### config.mk
export PLATFORM = sky130hd
export DESIGN_NAME = wb_spm_host_master
export DESIGN_NICKNAME = d
export VERILOG_FILES = /design/src/rtl/wb_spm_host_master.sv
export SDC_FILE = /design/constraint.sdc
export NUM_CORES = 1
export LEC_CHECK = 0
export ABC_AREA = 1
export BUFFER_PORTS_ARGS = -buffer_cell sky130_fd_sc_hd__buf_2
export CAP_MARGIN = 25
export CORE_MARGIN = 5
export CORE_UTILIZATION = 25
export CTS_CLUSTER_DIAMETER = 60
export CTS_CLUSTER_SIZE = 30
export DETAILED_ROUTE_END_ITERATION = 7
export GPL_ROUTABILITY_DRIVEN = 0
export PLACE_DENSITY_LB_ADDON = 0.2
export SYNTH_ARGS = -nofsm -noshare
export SYNTH_HDL_FRONTEND = slang
export SYNTH_SLANG_ARGS = --single-unit
### constraint.sdc
create_clock -name clk -period 1.8 [get_ports clk]
set_input_delay 0.09 -clock clk [delete_from_list [all_inputs] [get_ports clk]]
set_output_delay 0.09 -clock clk [all_outputs]
set_load 0.005 [all_outputs]
### src/rtl/wb_spm_host_master.sv
`timescale 1ns/1ps
`default_nettype none
// +--------------------------------------------------------------------------+
// | Module   : wb_spm_host_master                                            |
// | Brief    : Single-outstanding Wishbone pipelined master, cmd/rsp streams |
// |            Optional macro WB_HOST_TIMEOUT_EN enables the timeout abort.  |
// | Revision : 1.0 - initial release                                         |
// +--------------------------------------------------------------------------+
module wb_spm_host_master #(
  parameter int TIMEOUT_CYCLES = 16,
  parameter int CNT_W          = 8
) (
  input  logic        clk,
  input  logic        rst,
  input  logic        cmd_valid,
  output logic        cmd_ready,
  input  logic        cmd_we,
  input  logic [31:0] cmd_addr,
  input  logic [31:0] cmd_data,
  output logic        rsp_valid,
  input  logic        rsp_ready,
  output logic [31:0] rsp_data,
  output logic        rsp_err,
  output logic        o_wb_cyc,
  output logic        o_wb_stb,
  output logic        o_wb_we,
  output logic [31:0] o_wb_addr,
  output logic [31:0] o_wb_data,
  input  logic        i_wb_ack,
  input  logic        i_wb_stall,
  input  logic [31:0] i_wb_data
);

  localparam logic [1:0] c_IDLE = 2'd0;
  localparam logic [1:0] c_REQ  = 2'd1;
  localparam logic [1:0] c_WAIT = 2'd2;
  localparam logic [1:0] c_RESP = 2'd3;

  logic [1:0] r_state;
  logic       w_busy;
  logic       w_ack_ok;
  logic       w_timeout;

  assign cmd_ready = (r_state == c_IDLE);
  assign w_busy    = (r_state == c_REQ) || (r_state == c_WAIT);
  // An ack only counts once the request has actually been taken by the slave.
  assign w_ack_ok  = ((r_state == c_REQ) && !i_wb_stall && i_wb_ack) ||
                     ((r_state == c_WAIT) && i_wb_ack);

`ifdef WB_HOST_TIMEOUT_EN
  localparam logic [CNT_W-1:0] c_CNT_LAST = CNT_W'(TIMEOUT_CYCLES - 1);

  logic [CNT_W-1:0] r_cnt;

  always_ff @(posedge clk or negedge rst) begin
    if (!rst) begin
      r_cnt <= '0;
    end else if ((r_state == c_IDLE) && cmd_valid) begin
      r_cnt <= '0;
    end else if (w_busy) begin
      r_cnt <= r_cnt + 1'b1;
    end
  end

  assign w_timeout = w_busy && (r_cnt == c_CNT_LAST);
`else
  logic w_unused_params;
  assign w_unused_params = (TIMEOUT_CYCLES > 0) && (CNT_W > 0);
  assign w_timeout       = 1'b0;
`endif

  always_ff @(posedge clk or negedge rst) begin
    if (!rst) begin
      r_state   <= c_IDLE;
      o_wb_cyc  <= 1'b0;
      o_wb_stb  <= 1'b0;
      o_wb_we   <= 1'b0;
      o_wb_addr <= 32'd0;
      o_wb_data <= 32'd0;
      rsp_valid <= 1'b0;
      rsp_data  <= 32'd0;
      rsp_err   <= 1'b0;
    end else begin
      case (r_state)
        c_IDLE: begin
          if (cmd_valid) begin
            o_wb_we   <= cmd_we;
            o_wb_addr <= cmd_addr;
            o_wb_data <= cmd_data;
            o_wb_cyc  <= 1'b1;
            o_wb_stb  <= 1'b1;
            r_state   <= c_REQ;
          end
        end
        c_REQ, c_WAIT: begin
          // Completion has priority over the timeout abort on the same edge.
          if (w_ack_ok) begin
            o_wb_cyc  <= 1'b0;
            o_wb_stb  <= 1'b0;
            o_wb_we   <= 1'b0;
            rsp_data  <= o_wb_we ? 32'd0 : i_wb_data;
            rsp_err   <= 1'b0;
            rsp_valid <= 1'b1;
            r_state   <= c_RESP;
          end else if (w_timeout) begin
            o_wb_cyc  <= 1'b0;
            o_wb_stb  <= 1'b0;
            rsp_data  <= 32'd0;
            rsp_err   <= 1'b1;
            rsp_valid <= 1'b1;
            r_state   <= c_RESP;
          end else if ((r_state == c_REQ) && !i_wb_stall) begin
            o_wb_stb  <= 1'b0;
            r_state   <= c_WAIT;
          end
        end
        c_RESP: begin
          if (rsp_ready) begin
            rsp_valid <= 1'b0;
            r_state   <= c_IDLE;
          end
        end
        default: r_state <= c_IDLE;
      endcase
    end
  end

endmodule
`default_nettype wire

==> results of run 1 <==
[per-stage QoR]
| step | worst slack [ns] | area, um^2 | instances | hold slack (ns) |
|---|---|---|---|---|
| detailed placement | 0.156 | 5470 | 875 | 0.0925 |
| global placement | 0.233 | 5470 | 875 | 0.0906 |
| floorplan | 0.460 | 4250 | 466 | -0.206 |
| CTS | 0.128 | 6710 | 985 | 0.0000677 |
| finish | 0.130 | 6710 | 985 | 0.0182 |
| global route | 0.0140 | 6710 | 985 | 0.00630 |
[worst paths after layout]
kind                            slack, ns  depth (start not counted)      endpoint
worst max register to register       0.13                          6  rsp_data[16]
worst min register to register       0.47                          2      o_wb_stb
max in group asynchronous            0.85                          3  o_wb_addr[4]
worst min-delay path                 0.02                          3   rsp_data[7]
worst max-delay path                 0.13                          6  rsp_data[16]
min in group asynchronous            0.26                          2  o_wb_data[5]
[final cells by class]
cell class              count  area share
repair buffers            308       0.310
well taps                 220      0.0410
clock buffers              11      0.0362
flip-flops and latches    102       0.380
multi-input cells         327       0.218
inverters                  13     0.00727
clock inverters             4     0.00709
[cells in the mapped netlist]
cell / number / area, um^2
ha_1: 4 / 50.1
buf_2: 11 / 55.1
inv_1: 11 / 41.3
nand3_1: 6 / 30.0
o21ai_2: 32 / 280
buf_4: 3 / 22.5
nand2_1: 277 / 1040
nand2_4: 1 / 11.3
dfrtp_1: 102 / 2550
nand3_2: 1 / 10.0
o21ai_0: 1 / 5.00
buf_6: 10 / 113
o21bai_1: 2 / 15.0
nand2_2: 1 / 6.26
conb_1: 1 / 3.75
o211ai_1: 1 / 7.51
inv_2: 2 / 7.51
[report_power, final]
group / switching [mW] / internal (mW) / leakage (nW) / total [mW]
clock: 0.806 / 1.10 / 0.141 / 1.91
sequential: 0.566 / 3.34 / 1.28 / 3.90
combinational: 2.07 / 1.74 / 2.33 / 3.81
[registers in the layout, summed over array words and instances (netlist names)]
register	flops
o_wb_addr	32
o_wb_cyc	1
o_wb_data	32
o_wb_stb	1
o_wb_we	1
r_state	2
rsp_data	32
rsp_valid	1
[critical path: cells and delay by family (launching register included)]
| kind | cells | cell delay (ns) |
|---|---|---|
| adders and majority gates | 1 | 0.41 |
| DFF | 1 | 0.41 |
| AOI/OAI and AO/OA | 1 | 0.07 |
| and+or+nand+nor | 2 | 0.36 |
| buffers and inverters | 2 | 0.36 |
[metal layers]
layer,GRT usage,vias to the layer above,part of all wire
met5,0,-,0
met4,0.0459,0,0.017
met1,0.152,1802,0.42
met2,0.202,131,0.47
li1,-,2013,-
met3,0.0453,15,0.090
[cell families after synthesis]
| group | after synthesis | synth area share |
|---|---|---|
| compound gates | 36 | 0.0724 |
| fa+ha+maj | 4 | 0.0118 |
| buf+inv | 37 | 0.0562 |
| flops | 102 | 0.601 |
| other cells | 1 | 0.000882 |
| simple gates | 286 | 0.258 |
==> reports/qor.csv, run 1 <==
stage,metric,value,unit
floorplan,initial cell density of the core,0.255,
detailed_routing,post-detailed-routing wire length,12.3,mm
timing,Final Hold Fails,0,
clocking,Num CTS Buffers,9,
cells_and_area,Final nets,868,
floorplan,IO Pins,205,
outcome,status,completed,
clocking,Longest Clk Path Bufs,2,
worst_setup_path,CP max stage cell,dfrtp_1,
worst_setup_path,worst path arrival time,1.94,ns
detailed_routing,number of routed nets with antenna violations,0,
detailed_routing,first-pass iteration count of the detailed router,4,
yosys,number of synthesized register bits,102,
cells_and_area,final core utilization,0.403,
grt,total gr overflow,0,
timing,min cycle time layout,1.67,ns
timing,final setup violation count,0,
power,Worst IR Drop VDD,0.000596,V
power,PwrDens,1430,mW/mm^2
yosys,Mapped Area,0.00425,mm^2
detailed_routing,DR vias,3961,
worst_setup_path,Crit Path Category,flop to flop,
cells_and_area,Multi-input gate area,0.00146,mm^2
yosys,Syn Nets,573,
placement,post-DP HPWL,8.71,mm
worst_setup_path,Max Fanout on Critical Path,20,
yosys,register area share after synthesis,0.601,
yosys,synth unique cells,17,
clocking,CTS resizes,0,
floorplan,die width,140,um
clocking,Post-CTS Setup Bufs,0,
timing,clk_skew,0.00489,ns
power,power consumption,9.62,mW
clocking,clock latency on the worst-skew pair,0.34,ns
floorplan,die area,0.0197,mm^2
floorplan,Die H,140,um
run,MaxCap Viol Count,0,
clocking,# hold bufs at CTS,95,
timing,setup_tns,0,ns
cells_and_area,share of layout cells above drive strength 1,0.346,
timing,Final period util,0.928,
yosys,YS warnings,0,
clocking,CTS root buffer,clkbuf_16,
detailed_routing,initial DRC count,98,
worst_setup_path,Worst Path Required,2.07,ns
clocking,clk slew on worst S/H paths,0.07,ns
detailed_routing,routed length per instance,12.5,um
cells_and_area,FILL cells,1694,
worst_setup_path,CP endpoint kind,flop,
hold_path,worst min-delay path category,input pin to flop,
worst_setup_path,Setup crit start kind,flop,
timing,Max Freq,0.599,GHz
worst_setup_path,"Cell Chain, Critical Path","inv_1, ha_1, nand2_4, buf_4, nand2_1, o21ai_2",
cells_and_area,antenna cells,0,
timing,RSZ-0062 raised after global routing,false,
yosys,"Avg Cell Area, Syn",9.12,um^2
clocking,CTS tree,yes,
timing,Slew HR,0.662,
detailed_routing,DRC violation count after routing,0,
timing,Final Max Slew Viols,0,
floorplan,Core ar.,0.0166,mm^2
grt,first-pass GRT wire length,20.2,mm
power,leakage,3.75,nW
yosys,Gate Count Post-Synth,466,
worst_setup_path,Critical Path Max Stage Delay,0.41,ns
cells_and_area,Layout area overhead,57.9,%
detailed_routing,vias per cell,4.02,
grt,vias in the first global route,4127,
grt,Total Routing Usage GR,0.125,
worst_setup_path,critical path launch point,r_state[0],
cells_and_area,most frequent cells in the layout,"276 x nand2_1, 202 x buf_2, 102 x dfrtp_1",
hold_path,HP Start,i_wb_data[7],
timing,Tightest Pin Transition,0.508,ns
grt,largest net degree at the start of global routing,52,
cells_and_area,Reg area,0.00255,mm^2
floorplan,Cell Rows,47,
worst_setup_path,reg2reg start,r_state[0],
grt,initial antenna violation count,0,
clocking,CTS Sinks,102,
clocking,CTS H-Tree Depth,3,
cells_and_area,"commonest non-fill, non-tap cell in the layout",nand2_1,
placement,Port-buffer cells,203,
Power figures use the tool's default switching activity.
==> inputs of run 2 (changes only) <==
--- a/config.mk
+++ b/config.mk
@@ -15,6 +15,7 @@
 export DETAILED_ROUTE_END_ITERATION = 7
 export GPL_ROUTABILITY_DRIVEN = 0
 export PLACE_DENSITY_LB_ADDON = 0.2
+export RECOVER_POWER = 50
 export SYNTH_ARGS = -nofsm -noshare
 export SYNTH_HDL_FRONTEND = slang
 export SYNTH_SLANG_ARGS = --single-unit
==> run 2 against run 1 <==
Net effect: sequential share of layout area increased by 0.59 points; wire length barely moved; global-route usage unchanged; die area is the same; total power is 1.7% lower.
==> reports/qor.csv, run 2 (same netlist as run 1, synthesis figures left out) <==
stage,metric,value,unit,change
power,Logic pwr share,0.383,,-0.013
worst_setup_path,Crit Path Category,flop to flop,,
power,Switching Share,0.366,,+0.00868
worst_setup_path,CP endpoint kind,flop,,
placement,post-DP HPWL,8.71,mm,unchanged
cells_and_area,share of layout cells above drive strength 1,0.254,,-0.0928
detailed_routing,vias per cell,4.04,,+0.50%
detailed_routing,number of routed nets with antenna violations,0,,unchanged
worst_setup_path,Worst Path Required,2.07,ns,about the same
grt,vias in the first global route,4127,,unchanged
clocking,CTS tree,yes,,
detailed_routing,DRC violation count after routing,0,,unchanged
cells_and_area,antenna cells,0,,unchanged
power,P_int,5.99,mW,-3.0%
timing,setup_tns,0,ns,unchanged
power,power share of the clock group,0.202,,+0.003
outcome,status,completed,,
floorplan,die area,0.0197,mm^2,unchanged
clocking,CTS root buffer,clkbuf_16,,
worst_setup_path,Max Fanout on Critical Path,20,,unchanged
cells_and_area,most frequent cells in the layout,"276 x nand2_1, 131 x buf_2, 102 x dfrtp_1",,
power,Worst IR Drop VDD,0.000579,V,-2.8%
clocking,Longest Clk Path Bufs,2,,unchanged
clocking,# hold bufs at CTS,95,,unchanged
grt,first-pass GRT wire length,20.2,mm,unchanged
cells_and_area,"commonest non-fill, non-tap cell in the layout",nand2_1,,
detailed_routing,post-detailed-routing wire length,12.3,mm,about the same
placement,Port-buffer cells,203,,unchanged
worst_setup_path,Setup crit start kind,flop,,
cells_and_area,Non-Filler Instances,985,,unchanged
timing,RSZ-0062 raised after global routing,false,,
floorplan,Cell Rows,47,,unchanged
run,MaxCap Viol Count,0,,unchanged
grt,largest net degree at the start of global routing,52,,unchanged
timing,Max Freq,0.600,GHz,+0.14%
detailed_routing,first-pass iteration count of the detailed router,4,,unchanged
timing,Tightest Pin Transition,0.951,ns,+0.443 ns
timing,Final period util,0.926,,-0.00130
clocking,CTS Sinks,102,,unchanged
detailed_routing,DR vias,3981,,+0.50%
clocking,Num CTS Buffers,9,,unchanged
hold_path,worst min-delay path category,input pin to flop,,
clocking,Post-CTS Setup Bufs,0,,unchanged
timing,min cycle time layout,1.67,ns,-0.00233 ns
timing,Final Max Slew Viols,0,,unchanged
cells_and_area,top flop regs,"o_wb_addr x32, o_wb_data x32, rsp_data x32",,
detailed_routing,initial DRC count,138,,+41%
clocking,clk slew on worst S/H paths,0.07,ns,about the same
floorplan,initial cell density of the core,0.255,,unchanged
clocking,clock latency on the worst-skew pair,0.34,ns,about the same
detailed_routing,routed length per instance,12.5,um,about the same
timing,Slew HR,0.366,,-0.296
grt,total gr overflow,0,,unchanged
cells_and_area,Final nets,868,,unchanged
timing,clk_skew,0.00594,ns,+0.00105 ns
grt,initial antenna violation count,0,,unchanged
clocking,CTS H-Tree Depth,3,,unchanged
cells_and_area,Layout area overhead,55.5,%,
floorplan,Core ar.,0.0166,mm^2,unchanged
placement,DP Cell Count,875,,unchanged
floorplan,IO Pins,205,,unchanged
worst_setup_path,worst path arrival time,1.93,ns,about the same
power,leakage,3.51,nW,-6.5%
timing,Final Hold Fails,0,,unchanged
power,sequential share of power,0.415,,+0.009
power,PwrDens,1430,mW/mm^2,-0.13%
clocking,CTS resizes,0,,unchanged
floorplan,Die H,140,um,unchanged
timing,final setup violation count,0,,unchanged
floorplan,die width,140,um,unchanged
power,NetSw,3.47,mW,+0.73%
grt,Total Routing Usage GR,0.125,,unchanged
[run 2: cell types whose count changed in the layout (fill, tap and decap cells not counted), sizes merged]
cell	change
buf	-72
clkbuf	+72
[run 2: power groups by stage]
stage	logic (mW)	clock network (mW)	registers (mW)
2_1_floorplan	2.01	0	3.98
3_3_place_gp	3.63	0	3.93
3_5_place_dp	3.73	0	3.93
4_1_cts	3.90	2.01	3.91
5_1_grt	4.17	2.09	4.07
6_report	3.62	1.91	3.93
[run 2: cell type report]
cell class / instances / area (um^2)
clock buffers: 11 / 243
fillers: 1736 / 10000
well taps: 220 / 275
flip-flops and latches: 102 / 2550
repair buffers: 308 / 1980
inverters: 13 / 48.8
multi-input cells: 327 / 1460
clock inverters: 4 / 47.5
[run 2: worst max-delay path, stage by stage (launching register included)]
cell     delay, ns
dfrtp_1       0.41
inv_1         0.09
ha_1          0.41
nand2_4       0.27
buf_4         0.27
nand2_1       0.09
o21ai_2       0.07
[run 2: metal layers]
metal	track usage	share of wire
met5	0	0
met4	0.0459	0.017
met3	0.0453	0.089
met2	0.202	0.47
met1	0.152	0.42
[run 2: metrics by stage]
| step | power [mW] | area (um^2) | utilization | setup WS [ns] | hold WS [ns] |
|---|---|---|---|---|---|
| floorplan | 5.99 | 4250 | - | 0.460 | -0.206 |
| global placement | 7.56 | 5470 | 0.329 | 0.233 | 0.0906 |
| detailed placement | 7.66 | 5470 | 0.329 | 0.156 | 0.0925 |
| CTS | 9.83 | 6710 | 0.403 | 0.128 | 0.0000677 |
| global route | 10.3 | 6610 | 0.397 | 0.0140 | 0.00630 |
| finish | 9.46 | 6610 | 0.397 | 0.132 | 0.0196 |
[run 2: path summary, 6_finish.rpt]
check	end	depth (start not counted)	start	slack (ns)
max	rsp_data[16]	6	r_state[0]	0.13
min in group asynchronous	o_wb_data[5]	2	rst	0.43
min reg2reg	o_wb_stb	2	o_wb_stb	0.47
max reg2reg	rsp_data[16]	6	r_state[0]	0.13
max in group asynchronous	o_wb_addr[4]	3	rst	0.35
min	rsp_data[7]	3	i_wb_data[7]	0.02
